### src/rtl/lift_travel_timer_if.sv
// -----------------------------------------------------------------------------
// lift_travel_timer_if
//   Bundle between the lift controller and the travel timer.
//   Controller -> timer : current_state (3b state code), nfloor (live target
//                         floor), pfloor (present floor).
//   Timer -> controller : reached (one-cycle arrival pulse), pos_floor (live car
//                         position), moving (travelling), fault (sticky error).
//   Handshake: there is no valid/ready pair. The controller presents its state
//   every cycle and the timer samples it on every rising clk edge; reached is
//   the only acknowledgement and is asserted for exactly one cycle per arrival.
// -----------------------------------------------------------------------------
interface lift_travel_timer_if;
   logic [2:0] current_state;
   logic [3:0] nfloor;
   logic [3:0] pfloor;
   logic       reached;
   logic [3:0] pos_floor;
   logic       moving;
   logic       fault;

   // Controller side
   modport master (
      output current_state, nfloor, pfloor,
      input  reached, pos_floor, moving, fault
   );

   // Timer side
   modport slave (
      input  current_state, nfloor, pfloor,
      output reached, pos_floor, moving, fault
   );
endinterface

### src/rtl/lift_travel_timer.sv
// -----------------------------------------------------------------------------
// lift_travel_timer
//   Models car travel for the lift controller at FLOOR_CYCLES clocks per floor.
//   On a move command from IDLE it checks the command for consistency, then
//   steps pos_floor one floor every FLOOR_CYCLES edges until it lands on the
//   live target, where it returns a single-cycle reached pulse. Inconsistent
//   commands drive a sticky fault that only rst clears.
//
//   Ports
//     clk          : system clock, rising edge
//     rst          : asynchronous active-high reset
//     ctl          : slave side of lift_travel_timer_if (see interface file)
//     dbg_state_o  : current FSM state (IDLE=0, TRAVEL=1, ARRIVE=2, FAULT=3)
//
//   All outputs are registered.
// -----------------------------------------------------------------------------
module lift_travel_timer #(
   parameter int FLOOR_CYCLES    = 8,
   parameter int NUM_FLOORS      = 11,
   parameter int STATE_MOVE_UP   = 4,
   parameter int STATE_MOVE_DOWN = 5
) (
   input  logic                  clk,
   input  logic                  rst,
   lift_travel_timer_if.slave    ctl,
   output logic [1:0]            dbg_state_o
);

   localparam int         CW         = (FLOOR_CYCLES > 1) ? $clog2(FLOOR_CYCLES) : 1;
   localparam logic [CW-1:0] CNT_LAST = CW'(FLOOR_CYCLES - 1);
   localparam logic [3:0] LAST_FLOOR = 4'(NUM_FLOORS - 1);
   localparam logic [2:0] CODE_UP    = 3'(STATE_MOVE_UP);
   localparam logic [2:0] CODE_DOWN  = 3'(STATE_MOVE_DOWN);

   typedef enum logic [1:0] {
      ST_IDLE   = 2'd0,
      ST_TRAVEL = 2'd1,
      ST_ARRIVE = 2'd2,
      ST_FAULT  = 2'd3
   } state_t;

   state_t        state_q, state_d;
   logic [CW-1:0] cnt_q, cnt_d;
   logic          dir_q, dir_d;      // 1 = up, 0 = down
   logic [3:0]    pos_q, pos_d;
   logic          reached_q, reached_d;
   logic          moving_q, moving_d;
   logic          fault_q, fault_d;

   logic          is_up, is_down;
   logic [3:0]    pos_step;
   logic          step_out_of_range;
   logic          step_passes;

   assign is_up   = (ctl.current_state == CODE_UP);
   assign is_down = (ctl.current_state == CODE_DOWN);

   // Candidate position for the next floor step and the checks made on it.
   assign pos_step          = dir_q ? (pos_q + 4'd1) : (pos_q - 4'd1);
   assign step_out_of_range = dir_q ? (pos_q >= LAST_FLOOR) : (pos_q == 4'd0);
   assign step_passes       = dir_q ? (pos_step > ctl.nfloor) : (pos_step < ctl.nfloor);

   // ---------------------------------------------------------------------------
   // State register
   // ---------------------------------------------------------------------------
   always_ff @(posedge clk or posedge rst) begin
      if (rst) begin
         state_q   <= ST_IDLE;
         cnt_q     <= '0;
         dir_q     <= 1'b1;
         pos_q     <= 4'd0;
         reached_q <= 1'b0;
         moving_q  <= 1'b0;
         fault_q   <= 1'b0;
      end else begin
         state_q   <= state_d;
         cnt_q     <= cnt_d;
         dir_q     <= dir_d;
         pos_q     <= pos_d;
         reached_q <= reached_d;
         moving_q  <= moving_d;
         fault_q   <= fault_d;
      end
   end

   // ---------------------------------------------------------------------------
   // Next-state logic
   // ---------------------------------------------------------------------------
   always_comb begin
      state_d = state_q;
      cnt_d   = cnt_q;
      dir_d   = dir_q;
      pos_d   = pos_q;

      case (state_q)
         ST_IDLE: begin
            // Car position tracks the controller while parked.
            pos_d = ctl.pfloor;
            cnt_d = '0;
            if (is_up) begin
               dir_d = 1'b1;
               if ((ctl.nfloor <= ctl.pfloor) || (ctl.nfloor > LAST_FLOOR))
                  state_d = ST_FAULT;
               else
                  state_d = ST_TRAVEL;
            end else if (is_down) begin
               dir_d = 1'b0;
               if ((ctl.nfloor >= ctl.pfloor) || (ctl.nfloor > LAST_FLOOR))
                  state_d = ST_FAULT;
               else
                  state_d = ST_TRAVEL;
            end
         end

         ST_TRAVEL: begin
            if (!is_up && !is_down) begin
               // Abort: position holds this edge and resyncs from IDLE next edge.
               state_d = ST_IDLE;
               cnt_d   = '0;
            end else if ((is_up && !dir_q) || (is_down && dir_q)) begin
               state_d = ST_FAULT;
            end else if (cnt_q == CNT_LAST) begin
               if (step_out_of_range || step_passes) begin
                  state_d = ST_FAULT;
               end else begin
                  cnt_d = '0;
                  pos_d = pos_step;
                  // nfloor is live, so a mid-trip target change is honoured here.
                  if (pos_step == ctl.nfloor)
                     state_d = ST_ARRIVE;
               end
            end else begin
               cnt_d = cnt_q + 1'b1;
            end
         end

         ST_ARRIVE: begin
            cnt_d = '0;
            // Holding in ARRIVE while the move code persists stops a re-pulse.
            if (!is_up && !is_down)
               state_d = ST_IDLE;
         end

         ST_FAULT: begin
            // Sticky until rst; position frozen.
         end

         default: state_d = ST_FAULT;
      endcase
   end

   // ---------------------------------------------------------------------------
   // Output logic (registered through the state register process)
   // ---------------------------------------------------------------------------
   always_comb begin
      reached_d = (state_q == ST_TRAVEL) && (state_d == ST_ARRIVE);
      moving_d  = (state_d == ST_TRAVEL);
      fault_d   = (state_d == ST_FAULT);
   end

   assign ctl.reached   = reached_q;
   assign ctl.pos_floor = pos_q;
   assign ctl.moving    = moving_q;
   assign ctl.fault     = fault_q;
   assign dbg_state_o   = state_q;

endmodule

### src/flat_wrapper.sv
// flat-port wrapper written by rule: the top's interface ports become plain ports
module lift_travel_timer_flat 
#(
   parameter int FLOOR_CYCLES    = 8,
   parameter int NUM_FLOORS      = 11,
   parameter int STATE_MOVE_UP   = 4,
   parameter int STATE_MOVE_DOWN = 5
)
  (clk, rst, dbg_state_o, ctl_current_state, ctl_nfloor, ctl_pfloor, ctl_reached, ctl_pos_floor, ctl_moving, ctl_fault);
  lift_travel_timer_if ctl_i ();
  input  logic clk;
  input  logic rst;
  output logic [1:0] dbg_state_o;
  input wire logic [$bits(ctl_i.current_state)-1:0] ctl_current_state;
  input wire logic [$bits(ctl_i.nfloor)-1:0] ctl_nfloor;
  input wire logic [$bits(ctl_i.pfloor)-1:0] ctl_pfloor;
  output wire logic [$bits(ctl_i.reached)-1:0] ctl_reached;
  output wire logic [$bits(ctl_i.pos_floor)-1:0] ctl_pos_floor;
  output wire logic [$bits(ctl_i.moving)-1:0] ctl_moving;
  output wire logic [$bits(ctl_i.fault)-1:0] ctl_fault;
  assign ctl_i.current_state = ctl_current_state;
  assign ctl_i.nfloor = ctl_nfloor;
  assign ctl_i.pfloor = ctl_pfloor;
  assign ctl_reached = ctl_i.reached;
  assign ctl_pos_floor = ctl_i.pos_floor;
  assign ctl_moving = ctl_i.moving;
  assign ctl_fault = ctl_i.fault;
  lift_travel_timer #(.FLOOR_CYCLES(FLOOR_CYCLES), .NUM_FLOORS(NUM_FLOORS), .STATE_MOVE_UP(STATE_MOVE_UP), .STATE_MOVE_DOWN(STATE_MOVE_DOWN)) u_core (.clk(clk), .rst(rst), .ctl(ctl_i), .dbg_state_o(dbg_state_o));
endmodule
### config.mk
export PLATFORM = sky130hd
export DESIGN_NAME = lift_travel_timer_flat
export DESIGN_NICKNAME = d
export VERILOG_FILES = /design/src/rtl/lift_travel_timer_if.sv /design/src/rtl/lift_travel_timer.sv /design/src/flat_wrapper.sv
export SDC_FILE = /design/constraint.sdc
export NUM_CORES = 1
export LEC_CHECK = 0
export CORE_MARGIN = 4
export CORE_UTILIZATION = 55
export DETAILED_ROUTE_END_ITERATION = 6
export PLACE_DENSITY = 0.94
export SLEW_MARGIN = 20
export SYNTH_ARGS = -nofsm -noshare
export SYNTH_HDL_FRONTEND = slang
export SYNTH_SLANG_ARGS = --single-unit
### constraint.sdc
create_clock -name clk -period 6.05 [get_ports clk]
set_clock_uncertainty 0.1 [all_clocks]
set_input_delay 0.605 -clock clk [delete_from_list [all_inputs] [get_ports clk]]
set_output_delay 0.605 -clock clk [all_outputs]
set_load 0.05 [all_outputs]
==> reports/results.tsv, run 1 <==
stage	metric	value	unit
final_layout	Inserted Diodes	0	
cts	CTS tree	yes	
final_layout	final net count	174	
synth	mapped cell area	0.001139	mm2
sta	post-route setup slack	2.359	ns
synth	mux contribution to synthesized area	0.9890	%
floorplanning	I/O pin count	22	
sta	RSZ-0062 raised after global routing	no	
sta	Max Fclk	270.9	MHz
final_layout	share of cells above drive strength 1	8.163	%
setup_path	CP startpoint kind	register	
final_layout	Core Util, Final	70.73	%
setup_path	Crit. End Element	register	
setup_path	critical setup path kind	reg -> reg	
drt	drt first-iter violations	32	
global_route	grt ovf	0	
synth	post-synthesis simple-gate area fraction	16.81	%
setup_path	worst path arrival time	3.76	ns
synth	main combinational cell family by area after synthesis	compound AO/OA/AOI/OAI gates	
global_route	vias in the first global route	1026	
cts	CTS root buf	clkbuf_4	
sta	slew of the pin with the lowest slew margin	0.5986	ns
drt	total number of vias	1056	
global_route	all-layer global routing usage	21.37	%
cts	# clock sinks	13	
synth	Distinct cells, synth	41	
floorplanning	core area	0.001962	mm2
floorplanning	Die Span Y	53.50	um
setup_path	worst-path maximum fanout	11	
cts	total clock buffers created by CTS	3	
place	I/O Buffers	21	
cts	Post-CTS Setup Repair Bufs	0	
drt	Routed Antenna Nets	0	
hold_path	Tightest Hold Check Type	reg -> reg	
global_route	first-pass GRT wire length	4450	um
synth	XOR/XNOR share of the synthesized area	4.505	%
place	worst slack at placement	2.447	ns
global_route	pin count of the biggest net entering global routing	18	
synth	register area share after synthesis	28.68	%
drt	drt first pass iters	4	
final_layout	top library cells by usage in the layout, fill and taps aside	21 x clkdlybuf4s50_1, 16 x inv_1, 12 x ha_1, 12 x dfrtp_1, 9 x nand2_1	
synth	register bit total from synthesis	13	
job	Max Cap Viol	0	
sta	Final TNS setup	0	ns
synth	area share of the largest cell type after synthesis	26.37	%
place	dpl cells	170	
sta	fin crit share	61.01	%
synth	Synth Area in Compound Gates	26.92	%
sta	Slew Viols, Final	0	
synth	Synth async-reset ratio	100.0	%
drt	drt total wl	2685	um
synth	Area contributors post-synth	dfrtp_1 26%, ha_1 13%, inv_1 5.3%, a21oi_1 3.5%, xnor2_1 3.1%	
drt	post-DR vias/cell	6.069	
cts	CTS max path bufs	2	
final_layout	Area Growth Syn to Fin	21.87	%
sta	Final setup viols	0	
pwr	power per cell area	382.5	mW/mm2
pwr	total chip power	0.5308	mW
drt	# DRC	0	
floorplanning	die area	0.002862	mm2
place	RePlAce Congestion	0.9059	
synth	Synth Area in Adders	14.95	%
cts	Resized cells post-CTS	0	
final_layout	commonest non-fill, non-tap cell in the layout	clkdlybuf4s50_1	
pwr	Leak	0.6209	nW
status	outcome	completed	
synth	syn_nets	151	
cts	Reg clk slew, reported paths	0.09	ns
pwr	peak supply drop	0.2959	mV
synth	Post-Synthesis Cells	125	
cts	H-tree levels	1	
synth	largest area contributor in the netlist	dfrtp_1	
place	DP HPWL	2093	um
sta	worst rel slew slack	59.76	%
global_route	initial antenna violation count	0	
synth	Synth Flop Type	dfrtp_1	
cts	hold_buf cts	0	
synth	Mean Syn Cell Area	9.109	um2
floorplanning	Die X	53.50	um
sta	fin crit period	3.691	ns
cts	clk_lat worst skew	0.29	ns
drt	drt wl/cell	15.43	um
synth	Post-synth EDFFs	0	
sta	Final Hold Violating Endpoints	0	
setup_path	Critical Path RT	6.12	ns
synth	Ys Warns	0	
final_layout	Final Instance Count excl. Fillers	174	
floorplanning	starting density of the core	58.04	%
floorplanning	Cell Rows	16	
## through the flow
step | hold slack [ns] | area, um2
final | 0.4985 | 1388
after global routing | 0.5310 | 1388
after CTS | 0.4967 | 1388
after detailed placement | 0.4732 | 1361
after global placement | 0.4559 | 1361
after floorplan | 0.3812 | 1139
## critical path, stage by stage (launching register included)
cell and delay [ns]:
dfstp_2 0.70, inv_1 0.17, ha_1 0.30, a21o_1 0.17, a21oi_1 0.18, xnor2_1 0.18, ha_1 0.32, a21oi_1 0.31
a21oi_1 0.15, nor4_2 0.59, a31oi_1 0.19, o22a_1 0.21
## state kept, by name (all words and copies together) (netlist names)
signal,flops
u_core.cnt_q,3
u_core.ctl.fault,1
u_core.ctl.moving,1
u_core.ctl.pos_floor,4
u_core.ctl.reached,1
u_core.dbg_state_o,2
u_core.dir_q,1
## synth_stat cells (2+ instances only)
library cell,count
inv_1,16
dfrtp_1,12
ha_1,12
nand2_1,9
a21oi_1,8
a31oi_1,5
nand3_1,5
nor2_1,5
o211ai_1,4
xnor2_1,4
nor2b_1,3
o211a_1,3
or4_1,3
a21o_1,2
a22oi_1,2
buf_2,2
nand4_1,2
nor3_1,2
o21a_1,2
o21ai_0,2
o22a_1,2
## path summary, 6_finish.rpt
kind | start | endpoint | slack (ns) | cells after the start
setup reg to reg | u_core.dir_q | u_core.ctl.pos_floor[1] | 2.36 | 11
hold reg to reg | u_core.cnt_q[1] | u_core.cnt_q[1] | 0.50 | 2
setup / recovery | u_core.dir_q | u_core.ctl.pos_floor[1] | 2.36 | 11
max in group asynchronous | rst | u_core.dir_q | 4.97 | 2
hold / removal | u_core.cnt_q[1] | u_core.cnt_q[1] | 0.50 | 2
min in group asynchronous | rst | u_core.ctl.reached | 0.53 | 2
## logic make-up (layout without fill, tap and decap cells)
family | after synthesis | in the layout
buffers and inverters | 19 | 41
flip-flops | 13 | 13
adder cells (fa/ha/maj) | 13 | 13
AND/OR/NAND/NOR | 34 | 34
XOR/XNOR | 5 | 5
AO/OA/AOI/OAI | 40 | 40
multiplexers | 1 | 1
## metal layers
metal  wire length (um)  vias up  global-route usage [%]
met2               1380       45                   38.78
met4                 30        0                   4.681
met3                161        5                   5.352
li1                   -      510                       -
met1               1113      496                   25.00
met5                  0        -                       0
## where the power goes
part           internal (mW)  switching [mW]  total (mW)
Combinational          0.137           0.197       0.334
Clock                 0.0257          0.0303      0.0559
Sequential             0.103          0.0376       0.141
## layout make-up
cell class,instances,area (um2)
Clock buffer,4,26.28
Fill cell,164,574.3
Inverter,16,60.06
Multi-Input combinational cell,93,730.7
Sequential cell,13,326.6
Tap cell,27,33.78
Timing Repair Buffer,21,210.2
No activity file was read; power rests on OpenSTA's default activity.
==> run 2, diff against run 1 <==
CORE_UTILIZATION = 46   (was 55)
PLACE_DENSITY = 0.85   (was 0.94)
clock period = 3.2 ns   (was 6.05 ns; I/O delays follow)
==> run 2 against run 1 <==
Routed wire length up 20%. Global-route usage down 3.1 points. Non-clock buffer count up 5. Core utilization down 5.5 points. Critical path type unchanged.
==> reports/results.tsv, run 2 (synthesis results as in run 1) <==
stage	metric	value	unit
status	outcome	completed	
pwr	P_sw	0.6006	mW
global_route	pin count of the biggest net entering global routing	18	
pwr	Net Sw Frac	51.53	%
final_layout	Area Growth Syn to Fin	30.44	%
setup_path	Critical Path RT	3.26	ns
floorplanning	die area	0.003335	mm2
place	dpl cells	174	
place	DP Area	0.001385	mm2
pwr	sequential share of power	21.1	%
setup_path	reg-to-reg endpoint	u_core.ctl.fault	
drt	Routed Antenna Nets	0	
cts	CTS root buf	clkbuf_4	
global_route	grt ovf	0	
setup_path	Critical R2R Launch	u_core.dir_q	
final_layout	FILL cells	165	
cts	# clock sinks	13	
sta	RSZ-0062 raised after global routing	yes	
final_layout	Finished Cell Area	0.001485	mm2
place	I/O Buffers	21	
final_layout	Inserted Diodes	0	
sta	final hold slack	0.2655	ns
setup_path	Reg2Reg Setup Slack	0.03	ns
global_route	met2 Use GR	30.16	%
pwr	Pint	0.5649	mW
setup_path	Crit. End Element	register	
drt	post-DR vias/cell	6.167	
setup_path	worst path arrival time	3.23	ns
cts	Reg clk slew, reported paths	0.08	ns
drt	# DRC	0	
sta	fin crit period	3.167	ns
pwr	peak supply drop	0.4389	mV
floorplanning	Cell Rows	17	
cts	CTS max path bufs	2	
pwr	clock share of power	8.9	%
floorplanning	Die Span Y	57.75	um
hold_path	Tightest Hold Check Type	in -> async	
setup_path	CP startpoint	u_core.dir_q	
setup_path	worst-path maximum fanout	5	
pwr	total chip power	1.165	mW
sta	Final setup viols	0	
global_route	vias in the first global route	1051	
floorplanning	I/O pin count	22	
sta	Slew Viols, Final	0	
pwr	power per cell area	784.7	mW/mm2
drt	drt wl/cell	17.83	um
cts	total clock buffers created by CTS	3	
final_layout	final net count	179	
floorplanning	core area	0.002276	mm2
sta	Max Fclk	315.7	MHz
place	DP HPWL	2170	um
sta	post-route setup slack	0.03290	ns
place	RePlAce Congestion	0.8605	
cts	clk_lat worst skew	0.28	ns
final_layout	top library cells by usage in the layout, fill and taps aside	21 x clkdlybuf4s50_1, 16 x inv_1, 12 x dfrtp_1	
sta	worst rel slew slack	62.20	%
drt	drt first-iter violations	59	
drt	total number of vias	1110	
floorplanning	Die X	57.75	um
sta	fin crit share	98.97	%
final_layout	max reg flops	4	
pwr	logic gate share of total power	70.1	%
job	Max Cap Viol	0	
final_layout	commonest non-fill, non-tap cell in the layout	clkdlybuf4s50_1	
global_route	GRT met1 Usage	23.27	%
global_route	all-layer global routing usage	18.30	%
cts	H-tree levels	1	
setup_path	Critical Path Sink	u_core.ctl.fault	
global_route	global route hottest layer	met2	
floorplanning	starting density of the core	50.03	%
sta	slew of the pin with the lowest slew margin	0.5670	ns
pwr	Leak	0.6534	nW
global_route	GR Util met3	4.677	%
cts	CTS tree	yes	
drt	drt total wl	3210	um
setup_path	number of cells on the worst reg-to-reg path	12	
global_route	first-pass GRT wire length	4823	um
final_layout	Final Instance Count excl. Fillers	180	
setup_path	critical setup path kind	reg -> reg	
setup_path	CP startpoint kind	register	
global_route	initial antenna violation count	0	
drt	drt first pass iters	4	
final_layout	share of cells above drive strength 1	17.76	%
place	worst slack at placement	0.1103	ns
sta	Final Hold Violating Endpoints	0	
run 2: cell types whose count changed in the layout (fill, tap and decap cells not counted), sizes merged:
cell and delta:
buf +5
run 2: per-layer routing:
metal / share of wire, % / routed length (um)
met5: 0 / 0
met4: 3.0 / 97
met3: 6.0 / 191
met2: 51 / 1628
met1: 40 / 1292
run 2: worst max-delay path, stage by stage (launching register included):
cell	delay, ns
dfstp_2	0.54
inv_1	0.12
ha_1	0.32
a21o_1	0.19
a21oi_2	0.14
xnor2_1	0.16
ha_2	0.37
nand4_1	0.23
buf_4	0.15
o211ai_1	0.10
o41ai_2	0.36
a31oi_2	0.10
nor2b_1	0.16
run 2: what timing repair did:
item / CTS / global route
endpoints found under the hold margin: 0 / 0
endpoints found under the setup margin: 0 / 9
setup buffers: 0 / 2
resized for setup: 0 / 11
hold buffers: 0 / 0
run 2: worst min-delay path by stage:
| stage | slack, ns | to | depth (start not counted) | start |
|---|---|---|---|---|
| after CTS | 0.28 | u_core.cnt_q[0] | 2 | rst |
| final | 0.27 | u_core.cnt_q[1] | 2 | rst |
| after detailed placement | 0.46 | u_core.cnt_q[0] | 2 | u_core.cnt_q[0] |
| after floorplan | 0.1 | u_core.cnt_q[0] | 1 | rst |
| after global placement | 0.45 | u_core.cnt_q[2] | 2 | u_core.cnt_q[2] |
| after global routing | 0.32 | u_core.ctl.pos_floor[2] | 2 | rst |
run 2: metrics by stage:
step / utilization, % / setup TNS [ns]
after detailed placement: 60.86 / 0
after floorplan: - / 0
after global placement: 60.86 / 0
final: 65.26 / 0
after global routing: 65.26 / -0.5366
after CTS: 62.01 / 0
run 2: power groups by stage:
stage                     Clock [mW]  Combinational, mW  Sequential (mW)
after floorplan                    0              0.420            0.315
after global placement             0              0.630            0.245
after detailed placement           0              0.651            0.247
after CTS                      0.104              0.658            0.243
after global routing           0.113              0.866            0.250
final                          0.103              0.817            0.246
run 2: final cells by class:
class | instances | area [um2] | area share (%)
clock buffers | 4 | 26.28 | 1.769
multi-input cells | 93 | 789.5 | 53.16
flip-flops and latches | 13 | 326.6 | 21.99
well taps | 28 | 35.03 | 2.359
repair buffers | 26 | 247.7 | 16.68
inverters | 16 | 60.06 | 4.044
